File: src/rtl/lcd_spi_write_if.sv
// rtl/lcd_spi_write_if.sv - word handshake between the LCD word source and the SPI writer
//
// Purpose: carries one 9-bit LCD word and its write request from the upstream
// sequencer to lcd_spi_write, and the completion/busy status back.
// Signals:
//   data     [8]=D/C (0 command, 1 data), [7:0] payload byte, MSB sent first
//   en_write upstream has a valid word (level)
//   wr_done  one-cycle pulse when the word is fully shifted and CS released
//   busy     writer is not idle
// Modports: master = word source, slave = SPI writer.
interface lcd_spi_write_if;
    logic [8:0] data;
    logic       en_write;
    logic       wr_done;
    logic       busy;

    modport master (output data, output en_write, input wr_done, input busy);
    modport slave  (input data, input en_write, output wr_done, output busy);
endinterface

File: src/rtl/lcd_spi_write.sv
// rtl/lcd_spi_write.sv - serialises one 9-bit LCD word per handshake onto a 4-wire SPI bus
//
// Purpose: sends one command/data byte to an ST7789 panel in SPI mode 0,
// holding D/C for the whole word and pulsing wr_done once CS is released.
// Ports:
//   sys_clk_50MHz  system clock, all logic on the rising edge
//   sys_rst        synchronous active-high reset
//   wr_if          word handshake (slave side): data, en_write in; wr_done, busy out
//   lcd_cs         chip select, active low
//   lcd_dc         data/command select, stable while CS is low
//   lcd_sclk       SPI clock, idle low
//   lcd_mosi       SPI data, changes on SCLK falling edges or at word start
// Parameters:
//   CLK_DIV        SCLK half-period in system clocks (>=1)
//   GAP_CYCLES     idle cycles after wr_done before en_write is sampled again (>=2)
module lcd_spi_write #(
    parameter int CLK_DIV    = 2,
    parameter int GAP_CYCLES = 2
) (
    input  logic            sys_clk_50MHz,
    input  logic            sys_rst,
    lcd_spi_write_if.slave  wr_if,
    output logic            lcd_cs,
    output logic            lcd_dc,
    output logic            lcd_sclk,
    output logic            lcd_mosi
);

    localparam int DIV_W = $clog2(CLK_DIV + 1);
    localparam int GAP_W = $clog2(GAP_CYCLES + 1);
    localparam logic [DIV_W-1:0] DIV_LAST = DIV_W'(CLK_DIV - 1);
    localparam logic [GAP_W-1:0] GAP_LAST = GAP_W'(GAP_CYCLES - 1);

    typedef enum logic [1:0] {
        S_IDLE,
        S_SHIFT,
        S_END,
        S_GAP
    } state_t;

    state_t           r_state;
    logic [7:0]       r_shift;
    logic [2:0]       r_bit_cnt;
    logic [DIV_W-1:0] r_div_cnt;
    logic [GAP_W-1:0] r_gap_cnt;
    logic             r_cs;
    logic             r_dc;
    logic             r_sclk;
    logic             r_mosi;
    logic             r_wr_done;
    logic             r_busy;

    state_t           w_state;
    logic [7:0]       w_shift;
    logic [2:0]       w_bit_cnt;
    logic [DIV_W-1:0] w_div_cnt;
    logic [GAP_W-1:0] w_gap_cnt;
    logic             w_cs;
    logic             w_dc;
    logic             w_sclk;
    logic             w_mosi;
    logic             w_wr_done;
    logic             w_busy;
    logic             w_div_last;

    always_ff @(posedge sys_clk_50MHz) begin
        if (sys_rst) begin
            r_state   <= S_IDLE;
            r_shift   <= '0;
            r_bit_cnt <= '0;
            r_div_cnt <= '0;
            r_gap_cnt <= '0;
            r_cs      <= 1'b1;
            r_dc      <= 1'b0;
            r_sclk    <= 1'b0;
            r_mosi    <= 1'b0;
            r_wr_done <= 1'b0;
            r_busy    <= 1'b0;
        end else begin
            r_state   <= w_state;
            r_shift   <= w_shift;
            r_bit_cnt <= w_bit_cnt;
            r_div_cnt <= w_div_cnt;
            r_gap_cnt <= w_gap_cnt;
            r_cs      <= w_cs;
            r_dc      <= w_dc;
            r_sclk    <= w_sclk;
            r_mosi    <= w_mosi;
            r_wr_done <= w_wr_done;
            r_busy    <= w_busy;
        end
    end

    always_comb begin
        w_state    = r_state;
        w_shift    = r_shift;
        w_bit_cnt  = r_bit_cnt;
        w_div_cnt  = r_div_cnt;
        w_gap_cnt  = r_gap_cnt;
        w_cs       = r_cs;
        w_dc       = r_dc;
        w_sclk     = r_sclk;
        w_mosi     = r_mosi;
        w_wr_done  = 1'b0;
        w_div_last = (r_div_cnt == DIV_LAST);

        case (r_state)
            S_IDLE: begin
                w_cs   = 1'b1;
                w_sclk = 1'b0;
                if (wr_if.en_write) begin
                    // First bit goes out together with CS so it is set up
                    // a full half-period before the first rising SCLK edge.
                    w_shift   = wr_if.data[7:0];
                    w_dc      = wr_if.data[8];
                    w_mosi    = wr_if.data[7];
                    w_cs      = 1'b0;
                    w_bit_cnt = '0;
                    w_div_cnt = '0;
                    w_state   = S_SHIFT;
                end
            end

            S_SHIFT: begin
                if (w_div_last) begin
                    w_div_cnt = '0;
                    w_sclk    = ~r_sclk;
                    // r_sclk high here means this toggle is a falling edge.
                    if (r_sclk) begin
                        if (r_bit_cnt == 3'd7) begin
                            w_state = S_END;
                        end else begin
                            w_bit_cnt = r_bit_cnt + 3'd1;
                            w_mosi    = r_shift[6];
                            w_shift   = {r_shift[6:0], 1'b0};
                        end
                    end
                end else begin
                    w_div_cnt = r_div_cnt + 1'b1;
                end
            end

            S_END: begin
                // CS hold time: SCLK low, CS low for one more half-period.
                if (w_div_last) begin
                    w_div_cnt = '0;
                    w_cs      = 1'b1;
                    w_wr_done = 1'b1;
                    w_mosi    = 1'b0;
                    w_gap_cnt = '0;
                    w_state   = S_GAP;
                end else begin
                    w_div_cnt = r_div_cnt + 1'b1;
                end
            end

            S_GAP: begin
                // Lets the upstream advance its index and register the next
                // word before en_write is looked at again.
                if (r_gap_cnt == GAP_LAST) begin
                    w_gap_cnt = '0;
                    w_state   = S_IDLE;
                end else begin
                    w_gap_cnt = r_gap_cnt + 1'b1;
                end
            end

            default: begin
                w_state = S_IDLE;
                w_cs    = 1'b1;
                w_sclk  = 1'b0;
            end
        endcase

        w_busy = (w_state != S_IDLE);
    end

    assign wr_if.wr_done = r_wr_done;
    assign wr_if.busy    = r_busy;
    assign lcd_cs        = r_cs;
    assign lcd_dc        = r_dc;
    assign lcd_sclk      = r_sclk;
    assign lcd_mosi      = r_mosi;

endmodule

File: src/flat_wrapper.sv
// flat-port wrapper written by rule: the top's interface ports become plain ports
module lcd_spi_write_flat 
#(
    parameter int CLK_DIV    = 2,
    parameter int GAP_CYCLES = 2
)
  (sys_clk_50MHz, sys_rst, lcd_cs, lcd_dc, lcd_sclk, lcd_mosi, wr_if_data, wr_if_en_write, wr_if_wr_done, wr_if_busy);
  lcd_spi_write_if wr_if_i ();
  input  logic sys_clk_50MHz;
  input  logic sys_rst;
  output logic lcd_cs;
  output logic lcd_dc;
  output logic lcd_sclk;
  output logic lcd_mosi;
  input wire logic [$bits(wr_if_i.data)-1:0] wr_if_data;
  input wire logic [$bits(wr_if_i.en_write)-1:0] wr_if_en_write;
  output wire logic [$bits(wr_if_i.wr_done)-1:0] wr_if_wr_done;
  output wire logic [$bits(wr_if_i.busy)-1:0] wr_if_busy;
  assign wr_if_i.data = wr_if_data;
  assign wr_if_i.en_write = wr_if_en_write;
  assign wr_if_wr_done = wr_if_i.wr_done;
  assign wr_if_busy = wr_if_i.busy;
  lcd_spi_write #(.CLK_DIV(CLK_DIV), .GAP_CYCLES(GAP_CYCLES)) u_core (.sys_clk_50MHz(sys_clk_50MHz), .sys_rst(sys_rst), .wr_if(wr_if_i), .lcd_cs(lcd_cs), .lcd_dc(lcd_dc), .lcd_sclk(lcd_sclk), .lcd_mosi(lcd_mosi));
endmodule
File: config.mk
export PLATFORM = sky130hd
export DESIGN_NAME = lcd_spi_write_flat
export DESIGN_NICKNAME = d
export VERILOG_FILES = /design/src/rtl/lcd_spi_write_if.sv /design/src/rtl/lcd_spi_write.sv /design/src/flat_wrapper.sv
export SDC_FILE = /design/constraint.sdc
export NUM_CORES = 1
export LEC_CHECK = 0
export ABC_AREA = 1
export CORE_MARGIN = 3
export CORE_UTILIZATION = 60
export DETAILED_ROUTE_END_ITERATION = 7
export DONT_BUFFER_PORTS = 1
export HOLD_SLACK_MARGIN = 0.12
export PLACE_DENSITY = 0.84
export SETUP_SLACK_MARGIN = 0.4
export SLEW_MARGIN = 40
export SYNTH_ARGS = -nofsm -noshare
export SYNTH_HDL_FRONTEND = slang
export SYNTH_SLANG_ARGS = --single-unit
File: constraint.sdc
create_clock -name sys_clk_50MHz -period 1.8 [get_ports sys_clk_50MHz]
set_input_delay 0.36 -clock sys_clk_50MHz [delete_from_list [all_inputs] [get_ports sys_clk_50MHz]]
set_output_delay 0.36 -clock sys_clk_50MHz [all_outputs]
set_load 0.05 [all_outputs]
==> results of run 1 <==
[metal layers]
| layer | vias up | wire (um) | GRT usage (%) |
|---|---|---|---|
| li1 | 569 | - | - |
| met1 | 526 | 1260 | 31.8 |
| met5 | - | 0 | 0 |
| met4 | 0 | 74 | 5.99 |
| met3 | 10 | 345 | 3.63 |
| met2 | 96 | 1540 | 41.0 |
[flip-flops by register name, summed over array words and instances, names as in the netlist]
| register | flops |
|---|---|
| u_core.lcd_cs | 1 |
| u_core.lcd_dc | 1 |
| u_core.lcd_mosi | 1 |
| u_core.lcd_sclk | 1 |
| u_core.r_bit_cnt | 3 |
| u_core.r_div_cnt | 2 |
| u_core.r_gap_cnt | 2 |
| u_core.r_shift | 7 |
| u_core.r_state | 2 |
| u_core.wr_if.busy | 1 |
| u_core.wr_if.wr_done | 1 |
[cell type report]
class	instances	area [um^2]	area share, %
Tap cell	25	31.3	2.16
Sequential cell	22	452	31.2
Inverter	22	100	6.92
Timing Repair inverter	1	6.26	0.433
Timing Repair Buffer	14	116	8.04
Clock buffer	3	22.5	1.56
Multi-Input combinational cell	126	718	49.7
[power groups by stage]
stage / clock network (mW) / logic, mW / registers (mW)
detailed placement: 0 / 0.237 / 0.598
global placement: 0 / 0.227 / 0.596
floorplan: 0 / 0.207 / 0.594
CTS: 0.219 / 0.294 / 0.586
finish: 0.224 / 0.370 / 0.593
global route: 0.260 / 0.396 / 0.597
[cells by family after synthesis]
| family | synth area share, % |
|---|---|
| DFF | 38.2 |
| AOI/OAI and AO/OA | 9.01 |
| adders and majority gates | 7.60 |
| buffers and inverters | 10.1 |
| and+or+nand+nor | 35.1 |
[cells in the mapped netlist, types with 2 or more instances]
master and number:
a21oi_1 14, o21ai_0 5, ha_1 7, nand3_1 8
nand2_2 5, inv_1 19, inv_2 2, dfxtp_1 22
buf_6 2, nand2_1 72, nor2_1 10
[worst paths after layout]
check                      start                  end  slack (ps)  depth (start not counted)
min reg2reg  u_core.r_gap_cnt[1]  u_core.r_gap_cnt[1]         470                          2
max            u_core.r_state[0]    u_core.r_shift[3]         300                         10
min                      sys_rst      u_core.lcd_sclk         100                          1
max reg2reg    u_core.r_state[0]    u_core.r_shift[3]         300                         10
[repair_timing]
action	4_1_cts	5_1_grt
gates cloned	2	0
pin swaps	5	8
hold endpoints to repair	10	14
setup buffers	7	5
endpoints found under the setup margin	15	18
resized for setup	16	24
==> out/qor.log, run 1 <==
qor: run_status.outcome complete, no violations
qor: floorplan.die-area 2480 um^2
qor: power.p_leak 0.680 nW
qor: synthesis.post_synth_inst_count 173
qor: global_route.first_pass_grt_wire_length 4760 um
qor: critical_path.crit_slowest_cell dfxtp_4
qor: timing.final_max_slew_viol_count 0
qor: power.total_power_divided_by_cell_area 820 nW/um^2
qor: finish.num-nets-final 209
qor: detailed_routing.detail_route.drc_violations 0
qor: critical_path.crit_path_start_kind flip-flop
qor: clocking.clockBufferDepth 2
qor: detailed_routing.dr.first_iter.drc_count 62
qor: critical_path.crit_arrival 1740 ps
qor: placement.port_buffers 0
qor: timing.worstMarginPinSlew 510 ps
qor: clocking.cts_tree built
qor: detailed_routing.route.detailed.wl_per_inst 15.1 um
qor: timing.final_hold_viol_count 0
qor: detailed_routing.avgViaCountPerCell 5.64
qor: flow_run.cap_viol_max_count 0
qor: floorplan.die-height 49.8 um
qor: clocking.clk_root_buffer_cell clkbuf_4
qor: power.net-switching-power 428 uW
qor: floorplan.io_pins 18
qor: synthesis.cell_type_with_the_largest_total_area_after_synthesis dfxtp_1
qor: synthesis.share_of_flip_flops_with_an_asynchronous_set_or_reset 0%
qor: global_route.number_of_global_route_vias_before_repair 1078
qor: critical_path.worstPathCellList inv_4 > ha_4 > inv_4 > nand2_2 > nand2_2 > nor2_4 > nand2_4 > inv_4 > nand2_1 > a21oi_1
qor: critical_path.crit_fanout 7
qor: synthesis.synth_warnings 0
qor: placement.dp_cells 196
qor: critical_path.worst_path_most_repeated_cell inv_4
qor: clocking.insertion_delay 310 ps
qor: timing.min_period_over_period 83.4%
qor: synthesis.yosys.cell_types.count 18
qor: synthesis.ys_ff_latch 22
qor: detailed_routing.number_of_search_and_repair_iterations_in_the_first_detailed_routing_pass 5
qor: detailed_routing.route.vias.total 1201
qor: timing.period_needed 1500 ps
qor: floorplan.num_rows 15
qor: global_route.grt_start_max_net_pins 16
qor: critical_path.cp_slowest_stage_delay 400 ps
qor: finish.antenna_cells_inserted 0
qor: clocking.cts_max_level 1
qor: synthesis.synth_fp_nets 192
qor: power.power.share.clock 18.8%
qor: synthesis.yosys_most_used_dff dfxtp_1
qor: placement.place.gp.congestion 0.898
qor: global_route.grt_antenna_before_repair 0
qor: detailed_routing.routed_wirelength 3220 um
qor: timing.final.setup.worst_slack 298 ps
qor: clocking.clkTransAtPathRegs 130 ps
qor: finish.syn_to_final_growth 25.5%
qor: finish.final_core_utilization 82.0%
qor: critical_path.cp_top_family simple AND/OR/NAND/NOR gates
qor: timing.clock.fmax 0.666 GHz
qor: clocking.tritoncts_num_sinks 22
qor: power.p_total 1.19 mW
qor: synthesis.post_synth.cell_area_avg 6.66 um^2
qor: finish.layout_commonest_cell nand2_1
qor: timing.finalSetupViolations 0
qor: power.power_frac_seq 50.0%
qor: timing.setup-tns-final 0 ps
qor: finish.final-instance-count-excl-fill 213
qor: finish.drive_gt1_share 28.2%
qor: floorplan.placeableCoreArea 1760 um^2
qor: power.part_of_the_total_power_dissipated_in_combinational_logic 31.2%
qor: placement.detailedPlacementHpwl 1840 um
qor: critical_path.setup.worst_path.class reg2reg
qor: synthesis.synth_area 1150 um^2
qor: placement.dpl_cell_area 1190 um^2
qor: placement.dp_worst_setup_slack 133 ps
qor: finish.filler_cell_count 104
qor: timing.timing.slew.headroom 65.9%
qor: power.netSwitchingFraction 36.1%
qor: synthesis.synth_edf_count 0
qor: critical_path.critPathBufInv 3
qor: synthesis.synth_top_area_share 38.2%
qor: timing.grt_setup_unrepaired yes
qor: timing.clock-skew-final 14.3 ps
qor: power.p_int 758 uW
qor: floorplan.die_x 49.8 um
qor: critical_path.worst-endpoint-required 2040 ps
qor: detailed_routing.drtAntennaViolNets 0
qor: power.vdd.ir_drop.worst 0.842 mV
qor: floorplan.floorplan.initialDensity 65.3%
qor: finish.final_cell_mix 64 x nand2_1, 17 x inv_1, 17 x dfxtp_1, 12 x buf_4, 10 x nor2_1
qor: critical_path.crit_path_end_kind flip-flop
qor: global_route.grtUsageTotal 24.1%
qor: synthesis.seq_area_frac_synth 38.2%
qor: finish.finalInstanceArea 1450 um^2
qor: global_route.grt_overflow_total 0
qor: clocking.cts_buf_count 3
qor: timing.fin_worst_hold_slack 95.1 ps
qor: synthesis.yosys-top-cells-area dfxtp_1 38%, nand2_1 23%, ha_1 7.6%, inv_1 6.2%, a21oi_1 6.1%
qor: worst_hold_path.worst_hold_path_type in2reg
(Power assumes the default switching activity.)
==> inputs of run 2 (changes only) <==
CORE_UTILIZATION = 55   (was 60)
PLACE_DENSITY = 0.81   (was 0.84)
clock period = 1.36 ns   (was 1.8 ns; I/O delays follow)
==> out/qor.log, run 2 (synthesized netlist as in run 1, its figures left out) <==
qor: timing.worstMarginPinSlew 252 ps
qor: power.power_frac_seq 42.9%
qor: power.vdd.ir_drop.worst 0.860 mV
qor: timing.final_max_slew_viol_count 0
qor: floorplan.die-area 2680 um^2
qor: clocking.clkTransAtPathRegs 140 ps
qor: flow_run.cap_viol_max_count 0
qor: detailed_routing.route.detailed.wl_per_inst 19.6 um
qor: finish.num-nets-final 222
qor: power.power.share.clock 20.9%
qor: power.p_int 1.15 mW
qor: finish.drive_gt1_share 48.0%
qor: worst_hold_path.worst_hold_path.endpoint u_core.r_shift[3]
qor: placement.dpl_cell_area 1350 um^2
qor: timing.clock-skew-final 9.48 ps
qor: detailed_routing.avgViaCountPerCell 6.18
qor: finish.top_register_by_number_of_flip_flops u_core.r_shift
qor: clocking.cts_buf_count 3
qor: floorplan.floorplan.initialDensity 62.0%
qor: timing.min_period_over_period 110%
qor: worst_hold_path.worst_hold_path_type in2reg
qor: detailed_routing.drtAntennaViolNets 0
qor: critical_path.crit_fanout 7
qor: worst_hold_path.timing.hold.worst.start sys_rst
qor: global_route.grtUsageTotal 29.3%
qor: critical_path.cp_slowest_stage_delay 380 ps
qor: clocking.clockBufferDepth 2
qor: detailed_routing.number_of_search_and_repair_iterations_in_the_first_detailed_routing_pass 5
qor: critical_path.regToRegStartpoint u_core.r_state[1]
qor: timing.clock.fmax 0.668 GHz
qor: placement.place.gp.congestion 0.855
qor: finish.filler_cell_count 73
qor: floorplan.die-height 51.8 um
qor: run_status.outcome complete, but fails checks
qor: clocking.tritoncts_num_sinks 22
qor: critical_path.cp_top_family simple AND/OR/NAND/NOR gates
qor: clocking.cts_tree built
qor: finish.antenna_cells_inserted 0
qor: critical_path.r2r_slack -140 ps
qor: finish.final_cell_mix 56 x nand2_1, 17 x buf_4, 15 x nand2_2, 14 x inv_1, 11 x dfxtp_1
qor: timing.final_hold_viol_count 12
qor: global_route.grt_overflow_total 0
qor: finish.final-instance-count-excl-fill 227
qor: global_route.grt_start_max_net_pins 16
qor: finish.top_regs u_core.r_shift (7), u_core.r_bit_cnt (3)
qor: placement.dp_cells 208
qor: critical_path.crit_slowest_cell dfxtp_4
qor: clocking.insertion_delay 320 ps
qor: global_route.first_pass_grt_wire_length 5800 um
qor: critical_path.worst-endpoint-required 1600 ps
qor: finish.syn_to_final_growth 49.6%
qor: global_route.grt_antenna_before_repair 0
qor: placement.detailedPlacementHpwl 1840 um
qor: critical_path.crit_path_end_kind flip-flop
qor: critical_path.rr_endpoint u_core.r_bit_cnt[1]
qor: critical_path.worst_path_most_repeated_cell nand2_4
qor: clocking.cts_max_level 1
qor: global_route.number_of_global_route_vias_before_repair 1203
qor: placement.dp_worst_setup_slack -90.6 ps
qor: timing.grt_setup_unrepaired yes
qor: timing.finalSetupViolations 15
qor: finish.finalInstanceArea 1720 um^2
qor: power.total_power_divided_by_cell_area 1070 nW/um^2
qor: floorplan.die_x 51.8 um
qor: critical_path.cp.depth 11
qor: timing.period_needed 1500 ps
qor: timing.setup-tns-final -1230 ps
qor: detailed_routing.routed_wirelength 4450 um
qor: floorplan.placeableCoreArea 1860 um^2
qor: detailed_routing.detail_route.drc_violations 0
qor: critical_path.worstPathCellList inv_4 > ha_4 > inv_8 > nand2_4 > nand2_4 > nor2_4 > nand2_4 > inv_4 > nand2_1 > nand2_1 > nor2_1
qor: timing.final.setup.worst_slack -136 ps
qor: power.net-switching-power 693 uW
qor: timing.timing.slew.headroom 83.0%
qor: power.p_leak 0.777 nW
qor: clocking.clk_root_buffer_cell clkbuf_4
qor: detailed_routing.dr.first_iter.drc_count 99
qor: critical_path.critPathBufInv 3
qor: detailed_routing.route.vias.total 1402
qor: finish.layout_commonest_cell nand2_1
qor: power.netSwitchingFraction 37.7%
qor: power.part_of_the_total_power_dissipated_in_combinational_logic 36.2%
qor: critical_path.crit_path_start_kind flip-flop
qor: run_status.failed_checks negative hold slack, negative setup slack
qor: critical_path.worst-r2r-cell-count 11
qor: placement.port_buffers 0
qor: floorplan.io_pins 18
qor: finish.largest_register_ffs 7
qor: critical_path.setup.worst_path.class reg2reg
qor: critical_path.crit_arrival 1740 ps
qor: timing.fin_worst_hold_slack -16.3 ps
qor: worst_hold_path.holdPathStages 1
qor: floorplan.num_rows 15
[run 2: changes by cell type in the layout (fill, tap and decap cells not counted), moves of 4 or more]
cell,change
nand2_1,-8
dfxtp_1,-6
dfxtp_4,+6
nand2_2,+6
a21oi_2,+5
a21oi_1,-4
buf_4,+5
buf_6,+8
[run 2: layout make-up]
cell class                      instances  area, um^2  share of cell area (%)
Sequential cell                        22         474                    27.5
Timing Repair inverter                  1        6.26                   0.363
Tap cell                               25        31.3                    1.81
Multi-Input combinational cell        126         830                    48.1
Clock buffer                            4        36.3                    2.10
Timing Repair Buffer                   27         244                    14.2
Inverter                               22         103                    5.95
[run 2: power groups by stage]
stage                     logic (mW)  registers [mW]  clock network [mW]
after global placement         0.387           0.795                   0
after detailed placement       0.398           0.798                   0
after CTS                      0.529           0.783               0.368
final                          0.666           0.789               0.383
after floorplan                0.302           0.794                   0
after global routing           0.699           0.794               0.403
[run 2: metrics by stage]
step                total power [mW]  util (%)  hold slack, ps
finish                          1.84      92.8           -16.3
global route                    1.90      92.8           -18.7
CTS                             1.68      87.3           -2.08
detailed placement              1.20      72.6             340
global placement                1.18      72.6             338
floorplan                       1.10         -             334
[run 2: how the worst max path moves through the flow]
stage | end | slack (ps) | startpoint
finish | u_core.r_bit_cnt[1] | -140 | u_core.r_state[1]
detailed placement | u_core.r_shift[6] | -90 | u_core.r_state[0]
global placement | u_core.r_bit_cnt[0] | -40 | u_core.r_state[0]
CTS | u_core.r_bit_cnt[0] | 7 | u_core.r_state[1]
global route | u_core.r_bit_cnt[1] | -210 | u_core.r_state[1]
floorplan | u_core.r_bit_cnt[1] | 0.3 | u_core.r_state[1]
[run 2: per-layer routing]
| metal | global-route usage, % | vias up | part of all wire, % |
|---|---|---|---|
| met5 | 0 | - | 0 |
| met1 | 36.9 | 635 | 37 |
| met4 | 13.1 | 0 | 7.1 |
| met2 | 47.7 | 132 | 44 |
| li1 | - | 597 | - |
| met3 | 6.30 | 38 | 12 |
[run 2: repair_timing]
| item | in CTS | in global routing |
|---|---|---|
| hold endpoints to repair | 14 | 14 |
| resized for setup | 53 | 20 |
| endpoints found under the setup margin | 28 | 28 |
| cloned | 3 | 0 |
| setup buffers | 7 | 5 |
| pin swaps | 21 | 7 |
[run 2: worst reg2reg max path, cell delays in order, from the launching register on]
cell and delay, ps:
dfxtp_4 380, inv_4 80, ha_4 220, inv_8 50
nand2_4 70, nand2_4 70, nor2_4 140, nand2_4 120
inv_4 110, nand2_1 70, nand2_1 80, nor2_1 40
